`src/rtl/conv_pkg.sv`:
```
// conv_pkg: shared pixel width for the convolution pipeline.
package conv_pkg;
    localparam int PIXEL_W = 8;
endpackage

```
`src/rtl/conv_win_3x3.sv`:
```
// conv_win_3x3: builds 3x3 windows from a stream of 3-pixel columns.
// Two column registers (L, C) plus the incoming column form each window.
// Each line ends with a FLUSH cycle that emits the final window, padded on the right.
// Optional build macro CONV_WIN_BORDER_REPLICATE_EN: when defined, border
// columns replicate the edge column. Otherwise (default) they are zero.
module conv_win_3x3 (
    input  logic                             clk,
    input  logic                             arst_n,
    input  logic                             in_vld_i,
    output logic                             in_rdy_o,
    input  logic [3*conv_pkg::PIXEL_W-1:0]   col_i,
    input  logic                             sof_i,
    input  logic                             eol_i,
    output logic                             out_vld_o,
    input  logic                             out_rdy_i,
    output logic [9*conv_pkg::PIXEL_W-1:0]   win_o,
    output logic                             out_sof_o,
    output logic                             out_eol_o
);
    localparam int P = conv_pkg::PIXEL_W;

`ifdef CONV_WIN_BORDER_REPLICATE_EN
    localparam logic [3*P-1:0] PAD_MASK = '1;
`else
    localparam logic [3*P-1:0] PAD_MASK = '0;
`endif

    typedef enum logic [1:0] {
        IDLE  = 2'd0,
        RUN   = 2'd1,
        FLUSH = 2'd2
    } state_t;

    state_t             state_q, state_d;
    logic [3*P-1:0]     l_col_q, l_col_d;
    logic [3*P-1:0]     c_col_q, c_col_d;
    logic [9*P-1:0]     win_q, win_d;
    logic               out_vld_q, out_vld_d;
    logic               out_sof_q, out_sof_d;
    logic               out_eol_q, out_eol_d;
    logic               pend_sof_q, pend_sof_d;
    logic               advance;
    logic               accept;

    // Border column: the edge column itself, or all zeros.
    function automatic logic [3*P-1:0] pad(input logic [3*P-1:0] col);
        pad = col & PAD_MASK;
    endfunction

    // Place three columns side by side; element index is row*3+col, col 0 on the left.
    function automatic logic [9*P-1:0] make_win(input logic [3*P-1:0] l,
                                                input logic [3*P-1:0] c,
                                                input logic [3*P-1:0] r);
        make_win = '0;
        for (int row = 0; row < 3; row++) begin
            make_win[(row*3+0)*P +: P] = l[row*P +: P];
            make_win[(row*3+1)*P +: P] = c[row*P +: P];
            make_win[(row*3+2)*P +: P] = r[row*P +: P];
        end
    endfunction

    assign advance   = !out_vld_q || out_rdy_i;
    assign in_rdy_o  = advance && (state_q != FLUSH);
    assign accept    = in_vld_i && in_rdy_o;
    assign out_vld_o = out_vld_q;
    assign win_o     = win_q;
    assign out_sof_o = out_sof_q;
    assign out_eol_o = out_eol_q;

    // Next-state, column shift and output-window selection.
    always_comb begin
        state_d    = state_q;
        l_col_d    = l_col_q;
        c_col_d    = c_col_q;
        win_d      = win_q;
        pend_sof_d = pend_sof_q;
        out_vld_d  = out_vld_q && !out_rdy_i;
        out_sof_d  = out_sof_q;
        out_eol_d  = out_eol_q;
        case (state_q)
            IDLE: begin
                if (accept) begin
                    c_col_d    = col_i;
                    l_col_d    = pad(col_i);
                    pend_sof_d = sof_i;
                    state_d    = eol_i ? FLUSH : RUN;
                end
            end
            RUN: begin
                if (accept) begin
                    if (sof_i) begin
                        // A mid-line sof restarts the line and drops the old columns.
                        c_col_d    = col_i;
                        l_col_d    = pad(col_i);
                        pend_sof_d = 1'b1;
                    end else begin
                        win_d      = make_win(l_col_q, c_col_q, col_i);
                        l_col_d    = c_col_q;
                        c_col_d    = col_i;
                        out_vld_d  = 1'b1;
                        out_sof_d  = pend_sof_q;
                        out_eol_d  = 1'b0;
                        pend_sof_d = 1'b0;
                    end
                    state_d = eol_i ? FLUSH : RUN;
                end
            end
            FLUSH: begin
                if (advance) begin
                    win_d      = make_win(l_col_q, c_col_q, pad(c_col_q));
                    out_vld_d  = 1'b1;
                    out_eol_d  = 1'b1;
                    out_sof_d  = pend_sof_q;
                    pend_sof_d = 1'b0;
                    state_d    = IDLE;
                end
            end
            default: state_d = IDLE;
        endcase
    end

    // State, column and output registers, cleared asynchronously by arst_n.
    always_ff @(posedge clk or negedge arst_n) begin
        if (!arst_n) begin
            state_q    <= IDLE;
            l_col_q    <= '0;
            c_col_q    <= '0;
            win_q      <= '0;
            out_vld_q  <= 1'b0;
            out_sof_q  <= 1'b0;
            out_eol_q  <= 1'b0;
            pend_sof_q <= 1'b0;
        end else begin
            state_q    <= state_d;
            l_col_q    <= l_col_d;
            c_col_q    <= c_col_d;
            win_q      <= win_d;
            out_vld_q  <= out_vld_d;
            out_sof_q  <= out_sof_d;
            out_eol_q  <= out_eol_d;
            pend_sof_q <= pend_sof_d;
        end
    end
endmodule

```
`config.mk`:
```
export PLATFORM = sky130hd
export DESIGN_NAME = conv_win_3x3
export DESIGN_NICKNAME = d
export VERILOG_FILES = /design/src/rtl/conv_pkg.sv /design/src/rtl/conv_win_3x3.sv
export SDC_FILE = /design/constraint.sdc
export NUM_CORES = 1
export LEC_CHECK = 0
export BUFFER_PORTS_ARGS = -buffer_cell sky130_fd_sc_hd__buf_2
export CAP_MARGIN = 20
export CORE_ASPECT_RATIO = 0.7
export CORE_UTILIZATION = 41
export DETAILED_ROUTE_END_ITERATION = 10
export SYNTH_ARGS = -nofsm -noshare
export SYNTH_HDL_FRONTEND = slang
export SYNTH_SLANG_ARGS = --single-unit
```
`constraint.sdc`:
```
create_clock -name clk -period 3.1 [get_ports clk]
set_input_delay 0.62 -clock clk [delete_from_list [all_inputs] [get_ports clk]]
set_output_delay 0.62 -clock clk [all_outputs]
set_load 0.02 [all_outputs]
```
Word-level counts from Yosys, hierarchy flattened. Cells that the tools add are included.

Register bits: 126. Latch bits: 0. Bits in writable memories: 0. Bits in read-only memories: 0. Bits of input ports: 30. Word-level logic and storage cells: 61. Memories kept: 0.

Add/subtract/negate cells: 0. Multiply operators: 0. Div/mod/pow operators: 0. Magnitude comparators: 0. Equal/unequal tests: 8. Shift-type cells: 0. Muxes and demuxes: 29. Bitwise logic cells: 0. Reductions and logical operators: 16.

Operators by type and width (count): $mux W72 (3); $pmux W72 S2 (1); $mux W24 (3); $pmux W24 S2 (1); $mux W1 (13); $ne A2 B2 Y1 const B (5); $reduce_and A4 Y1 (2); $mux W2 (3); $pmux W1 S2 (3); $pmux W2 S2 (1); $reduce_and A2 Y1 (2); $reduce_bool A2 Y1 (2); $logic_and A1 B1 Y1 (3); $pmux W1 S3 (1); $reduce_and A3 Y1 (1); $reduce_bool A3 Y1 (1); $eq A2 B1 Y1 const B (1); $eq A2 B2 Y1 const B (1); $logic_not A1 Y1 (2); $logic_not A2 Y1 (1); $ne A2 B1 Y1 const B (1); $reduce_or A2 Y1 (1); $logic_or A1 B1 Y1 (1).

Longest topological paths before layout. Gate-level depths: netlist (run 1).

Depth after elaboration: 6. Depth in mapped cells: 7.

Least setup slack after synthesis (run 1). Ideal clock, no wire load.

Kind: register to output. Start: register state_q[0]. End: output in_rdy_o. Data arrival time: 1.400 ns. Slack: 1.080 ns. Cell stages (with the launch flop): 6. Cells stage by stage: dfrtp_1 inv_1 ha_1 clkbuf_1 clkbuf_1 nor2_1.

Longest elaborated chain between the ends: 2.

RTL lines: from (decl) (RTL line conv_win_3x3.sv:34) `state_t state_q, state_d;`; from (signal assigned) (RTL line conv_win_3x3.sv:134) `state_q <= state_d;`; $ne A2 B2 Y1 (RTL line conv_win_3x3.sv:63) `assign in_rdy_o = advance && (state_q != FLUSH);`; $logic_and A1 B1 Y1 (RTL line conv_win_3x3.sv:63); to (decl) (RTL line conv_win_3x3.sv:10) `output logic in_rdy_o,`.

No other way between the ends.

Worst setup path in the final report (run 1). Same ends and word-level chain as after synthesis.

==> results of run 1 <==
## placed cells by master, fill, tap and decap left out, drive strengths merged, types with 2 or more instances in the layout
cell type,instances
a211o,24
a22o,24
and3,24
buf,115
clkbuf,20
clkinv,5
clkinvlp,5
dfrtp,126
ha,3
inv,6
mux2,73
nand2b,4
nor2,3
nor2b,2
nor3b,24
o21ai,5
o22ai,2
## flip-flops by register name, indices dropped and copies added (netlist names)
name,flops
c_col_q,24
l_col_q,24
out_eol_o,1
out_sof_o,1
out_vld_o,1
pend_sof_q,1
state_q,2
win_o,72
## final cells by class
| type | count | area [µm²] |
|---|---|---|
| tap | 162 | 202.7 |
| clock buffer | 20 | 466.7 |
| sequential | 126 | 3153 |
| inverter | 4 | 15.01 |
| multi-input combinational | 200 | 1897 |
| antenna | 1 | 2.502 |
| clock inverter | 12 | 87.58 |
| fill | 1061 | 5927 |
| timing repair buffer | 115 | 628.1 |
## power by group through the flow
stage	logic, mW	registers [mW]	clock network, mW
2_1_floorplan	1.79	3.39	0
3_3_place_gp	3.17	2.86	0
3_5_place_dp	3.26	2.90	0
4_1_cts	3.28	2.87	1.86
5_1_grt	3.50	2.98	1.94
6_report	3.23	2.87	1.82
## cells by family after synthesis
family	Yosys count	synth area share
simple gates	61	0.07942
mux	73	0.1755
compound gates	63	0.09988
fa+ha+maj	3	0.007221
buf+inv	31	0.03153
flops	126	0.6065
## critical path, cell delays in order, from the launching register on
cell	delay, ns
dfrtp_1	0.39
inv_1	0.09
ha_1	0.32
buf_4	0.35
nor2_1	0.09
buf_2	0.17
## through the flow
stage | hold slack, ns | total power [mW]
after floorplan | 0.3244 | 5.181
after global placement | 0.4610 | 6.034
after detailed placement | 0.4692 | 6.156
after CTS | 0.1715 | 8.014
after global routing | 0.1888 | 8.424
final | 0.1720 | 7.915
## per-layer routing
layer,part of all wire,vias up
met5,0,-
met3,0.059,11
met4,0.0074,0
met2,0.43,82
li1,-,1524
met1,0.50,1691
## worst paths after layout
kind / to / slack [ns] / depth (start not counted)
setup reg to reg: l_col_q[20]$_DFFE_PN0P_ / 0.85 / 6
setup / recovery: in_rdy_o / 0.65 / 5
hold / removal: win_o[34]$_DFFE_PN0P_ / 0.17 / 1
hold reg to reg: win_o[26]$_DFFE_PN0P_ / 0.48 / 1
max in group asynchronous: win_o[55]$_DFFE_PN0P_ / 2.13 / 2
min in group clk: state_q[0]$_DFFE_PN0P_ / 0.44 / 2
==> flow_metrics.py, run 1 <==
metrics = {
    "run": {
        "max_capacitance_violation_count": 0,
    },
    "pwr": {
        "clkPwrFrac": 0.230,
        "vdd_drop_max_uv": 587.8,
        "power_frac_seq": 0.363,
        "switching_power_mw": 2.912,
        "power.density_cell_area_nw_per_um2": 1227,
        "leakagePower_nw": 3.419,
        "fraction_of_power_spent_switching_nets": 0.3679,
        "internal_power_mw": 5.003,
        "combinationalPowerShare": 0.408,
    },
    "placement": {
        "postPlaceCellArea_um2": 5896,
        "gp_congestion": 0.7307,
        "buffer_ports.inserted": 105,
        "dp_hpwl_mm": 7.258,
        "placed_cells_incl_taps": 607,
        "worst_case_setup_slack_after_placement_ns": 0.8541,
    },
    "timing": {
        "finalSetupTns_ns": 0,
        "max-slew-margin-rel": 0.4255,
        "rsz0062_at_grt": "false",
        "report.final.slew_viol_count": 0,
        "finalSetupViolations": 0,
        "post-route-worst-setup-slack_ns": 0.6473,
        "worstMarginPinSlew_ns": 0.8618,
        "max_freq_mhz": 407.7,
        "final_period_minus_worst_setup_slack_ns": 2.453,
        "final.period_utilization": 0.7912,
        "post_route_skew_ns": 0.006247,
        "finalHoldViolations": 0,
    },
    "synth": {
        "synth.yosys.seq_area_share": 0.6065,
        "synth_area_leaders": "dfrtp_1 (61%), mux2_1 (7.1%), mux2_4 (6.9%)",
        "synthesized_instance_count": 357,
        "avgSynthCellArea_um2": 14.56,
        "syn-num-nets": 390,
        "synth_async_sr_flop_share": 1.000,
        "synth_area_leader_cell": "dfrtp_1",
        "netlist_area_um2": 5199,
        "synth_warnings": 0,
        "top_cell_type_s_share_of_synthesized_area": 0.6065,
        "post_synth_most_frequent_cells": "dfrtp_1 (126), mux2_1 (33)",
        "number_of_flops_mapped_to_enable_cells_by_yosys": 0,
        "commonest_register_cell_after_synthesis": "dfrtp_1",
        "synth-seq-cells": 126,
        "synth.most_common_cell": "dfrtp_1",
        "yosysUniqueCellTypes": 31,
    },
    "global_routing": {
        "grt_usage": 0.1844,
        "gr-total-overflow": 0,
        "grt_pass1_vias": 3331,
        "use_met2": 0.2635,
        "grt_pass1_wl_mm": 17.85,
        "grt_start_max_net_pins": 58,
        "groute.layer.met1.usage": 0.2541,
        "antenna_violations_before_repair": 1,
        "top_usage_layer": "met2",
        "grt.met3_usage": 0.05635,
    },
    "final_layout": {
        "drive_above_1_share": 0.4004,
        "postLayoutCellArea_um2": 6452,
        "layout.cells.non_filler": 640,
        "num-nets-final": 497,
        "layout_utilization": 0.5212,
        "syn_to_final_growth_pct": 24.12,
    },
    "detailed_routing": {
        "via_count": 3308,
        "drt-total-wl_mm": 11.13,
        "drt.antenna.violating_nets": 0,
        "drt-vias-per-instance": 5.169,
        "initialDrtViolationCount": 147,
        "dr.pass1.iters": 4,
        "remaining_drc_errors": 0,
        "route.detailed.wl_per_inst_um": 17.39,
    },
    "cts": {
        "cts-buffers-inserted": 17,
        "number_of_gates_resized_after_cts": 0,
        "clk-insertion-delay-late_ns": 0.41,
        "postCtsSetupBuffers": 0,
        "clock_tree_from_tritoncts": "built",
        "postCtsHoldBufs": 0,
        "ctsRootBufferMaster": "clkbuf_16",
        "cts-htree-levels": 4,
        "ctsLongestPathBuffers": 2,
        "clock_sink_count": 126,
        "cts.clk_slew.worst_paths_ns": 0.06,
    },
    "outcome": {
        "run_status": "complete, no violations",
    },
    "critical_path": {
        "crit_fanout": 26,
        "cp-end-kind": "output port",
        "start_to_end_type_of_the_worst_setup_path": "flop to output port",
        "worst_setup_path_startpoint": "state_q[0]$_DFFE_PN0P_",
        "timing.critical_path.from_type": "flop",
        "cp.required_ns": 2.48,
        "r2r_path_start": "state_q[0]$_DFFE_PN0P_",
        "worstPathArrival_ns": 1.83,
    },
    "die": {
        "row_count": 34,
        "core_area_um2": 12380,
        "design.portCount": 106,
        "floorplan.die_area_um2": 13140,
        "initial_cell_density_of_the_core": 0.4200,
        "die_width_um": 136.6,
        "floorplan.die.height_um": 96.21,
    },
    "hold_path": {
        "min_path_type": "input port to asynchronous set/reset pin",
    },
}
No activity file was read; power rests on OpenSTA's default activity.
==> run 2: changes to the inputs <==
Settings changed: ABC_AREA set to 1.
Clock period 3.1 ns to 2.01 ns, I/O delays scaled along.
==> run 2 against run 1 <==
Via count increased by 30%. Clock power increased by 65%. Clock skew increased by 0.0064 ns. Non-clock buffer count increased by 7. Power increased by 46%. Critical path depth increased by 1. Routed wire length increased by 10%. Sequential power increased by 44%. First-iteration DRC count increased by 130%. Largest power group unchanged. Critical endpoint unchanged. Register-to-register slack got worse by 0.67 ns.
==> flow_metrics.py, run 2 <==
metrics = {
    "die": {
        "row_count": 34,
        "floorplan.die.height_um": 96.60,
        "die_width_um": 137.1,
        "design.portCount": 106,
        "core_area_um2": 12420,
        "initial_cell_density_of_the_core": 0.4219,
        "floorplan.die_area_um2": 13250,
    },
    "global_routing": {
        "grt_pass1_wl_mm": 20.76,
        "antenna_violations_before_repair": 0,
        "gr-total-overflow": 0,
        "grt_start_max_net_pins": 51,
        "grt_usage": 0.2068,
        "grt_pass1_vias": 4214,
    },
    "timing": {
        "finalSetupViolations": 0,
        "worstMarginPinSlew_ns": 0.4433,
        "final_period_minus_worst_setup_slack_ns": 1.937,
        "max_freq_mhz": 516.3,
        "post_route_skew_ns": 0.01269,
        "report.final.slew_viol_count": 0,
        "max-slew-margin-rel": 0.7045,
        "finalHoldViolations": 0,
        "final.period_utilization": 0.9636,
    },
    "critical_path": {
        "timing.critical_path.from_type": "flop",
        "start_to_end_type_of_the_worst_setup_path": "flop to output port",
        "crit_fanout": 13,
        "cp.required_ns": 1.61,
        "cp-end-kind": "output port",
        "worstPathArrival_ns": 1.53,
    },
    "synth": {
        "number_of_flops_mapped_to_enable_cells_by_yosys": 0,
        "synth_warnings": 0,
        "post_synth_most_frequent_cells": "nand2_1 (307), dfrtp_1 (126), nand3_1 (53), o21ai_0 (25), nand3b_1 (23)",
        "synthesized_instance_count": 600,
        "netlist_area_um2": 5241,
        "synth_async_sr_flop_share": 1.000,
        "syn-num-nets": 633,
        "synth-seq-cells": 126,
        "top_cell_type_s_share_of_synthesized_area": 0.6016,
        "commonest_register_cell_after_synthesis": "dfrtp_1",
        "synth.most_common_cell": "nand2_1",
        "synth_area_leaders": "dfrtp_1 (60%), nand2_1 (22%), nand3_1 (5.1%)",
        "avgSynthCellArea_um2": 8.735,
        "yosysUniqueCellTypes": 21,
        "synth_area_leader_cell": "dfrtp_1",
        "synth.yosys.seq_area_share": 0.6016,
    },
    "placement": {
        "dp_hpwl_mm": 8.106,
        "gp_congestion": 0.8713,
        "postPlaceCellArea_um2": 5934,
        "buffer_ports.inserted": 105,
    },
    "final_layout": {
        "mostFrequentLayoutCells": "nand2_1 (306), dfrtp_1 (126), buf_2 (104)",
        "drive_above_1_share": 0.2196,
        "number_of_flip_flops_in_the_largest_register": 72,
        "syn_to_final_growth_pct": 24.83,
        "postLayoutCellArea_um2": 6543,
        "num-nets-final": 736,
        "layout_commonest_cell": "nand2_1",
        "regArea_um2": 3153,
        "multi_input_area_um2": 1824,
        "fillCellCount": 1210,
        "antenna_cells_inserted": 0,
    },
    "outcome": {
        "run_status": "complete, no violations",
    },
    "cts": {
        "cts-buffers-inserted": 17,
        "cts.clk_slew.worst_paths_ns": 0.06,
        "clock_sink_count": 126,
        "cts-htree-levels": 4,
        "ctsLongestPathBuffers": 2,
        "clk-insertion-delay-late_ns": 0.41,
        "ctsRootBufferMaster": "clkbuf_16",
        "clock_tree_from_tritoncts": "built",
    },
    "detailed_routing": {
        "route.detailed.wl_per_inst_um": 14.01,
        "initialDrtViolationCount": 331,
        "drt.antenna.violating_nets": 0,
        "remaining_drc_errors": 0,
        "dr.pass1.iters": 5,
        "drt-vias-per-instance": 4.886,
        "via_count": 4285,
        "drt-total-wl_mm": 12.28,
    },
    "pwr": {
        "power.density_cell_area_nw_per_um2": 1766,
        "leakagePower_nw": 3.649,
        "power_mw": 11.55,
        "vdd_drop_max_uv": 845.0,
    },
    "hold_path": {
        "min_path_type": "input port to flop",
    },
    "run": {
        "max_capacitance_violation_count": 0,
    },
}
## run 2: cell types whose count changed after synthesis, sizes merged, moves of 24 or more
cell,delta
a211o,-24
a22o,-24
and3,-24
mux2,-73
nand3,+54
nor3b,-24
nand2,+307
## run 2: worst max-delay path: stages (launching register included)
cell	delay (ns)
dfrtp_1	0.40
inv_1	0.14
ha_4	0.21
inv_6	0.07
nand2_1	0.11
inv_1	0.06
buf_2	0.15
## run 2: per-layer routing
layer | track usage | wire length (µm)
met3 | 0.05060 | 711
met2 | 0.3346 | 5613
met1 | 0.2751 | 5812
met5 | 0 | 0
met4 | 0.06593 | 146
## run 2: worst paths after layout
path	from	end	slack (ns)	cells past startpoint
min in group asynchronous	arst_n	win_o[71]$_DFFE_PN0P_	0.49	2
max	state_q[0]$_DFFE_PN0P_	in_rdy_o	0.07	6
max in group asynchronous	arst_n	win_o[69]$_DFFE_PN0P_	0.94	3
min reg2reg	win_o[5]$_DFFE_PN0P_	win_o[5]$_DFFE_PN0P_	0.46	2
min	col_i[19]	c_col_q[19]$_DFFE_PN0P_	0.21	3
max reg2reg	state_q[1]$_DFFE_PN0P_	pend_sof_q$_DFFE_PN0P_	0.18	9
## run 2: logic make-up after synthesis
family / count (synthesis) / share of synthesized area
AO/OA/AOI/OAI: 28 / 0.02674
buffers and inverters: 53 / 0.05323
adder cells (fa/ha/maj): 3 / 0.007162
AND/OR/NAND/NOR: 390 / 0.3113
flip-flops: 126 / 0.6016
## run 2: through the flow
stage	std cells	TNS, ns	hold WS, ns	worst slack [ns]	util
final	877	0	0.2066	0.07317	0.5267
after global routing	877	-0.006865	0.2033	-0.006865	0.5267
after CTS	877	0	0.2000	0.006757	0.5257
after detailed placement	845	0	0.3831	0.1646	0.4777
after global placement	845	0	0.3786	0.2767	0.4777
after floorplan	600	0	0.1064	0.4684	-
## run 2: repair_timing
action                                  CTS  global route
endpoints found under the setup margin    1             1
hold buffers                              1             0
gates resized for setup                   2             2
pin swaps                                 0             0
buffers inserted                          0             0
hold endpoints to repair                 28             0
## run 2: cell type report
type / count / share of cell area
clock buffers: 20 / 0.06674
clock inverters: 11 / 0.02199
inverters: 15 / 0.009371
multi-input cells: 421 / 0.2788
flip-flops and latches: 126 / 0.4819
well taps: 162 / 0.03098
repair buffers: 122 / 0.1102
## run 2: power by group
group          internal [mW]  total [mW]  switching [mW]
Combinational           1.39        4.42            3.03
Sequential              3.53        4.12           0.591
Clock                   1.94        3.01            1.08
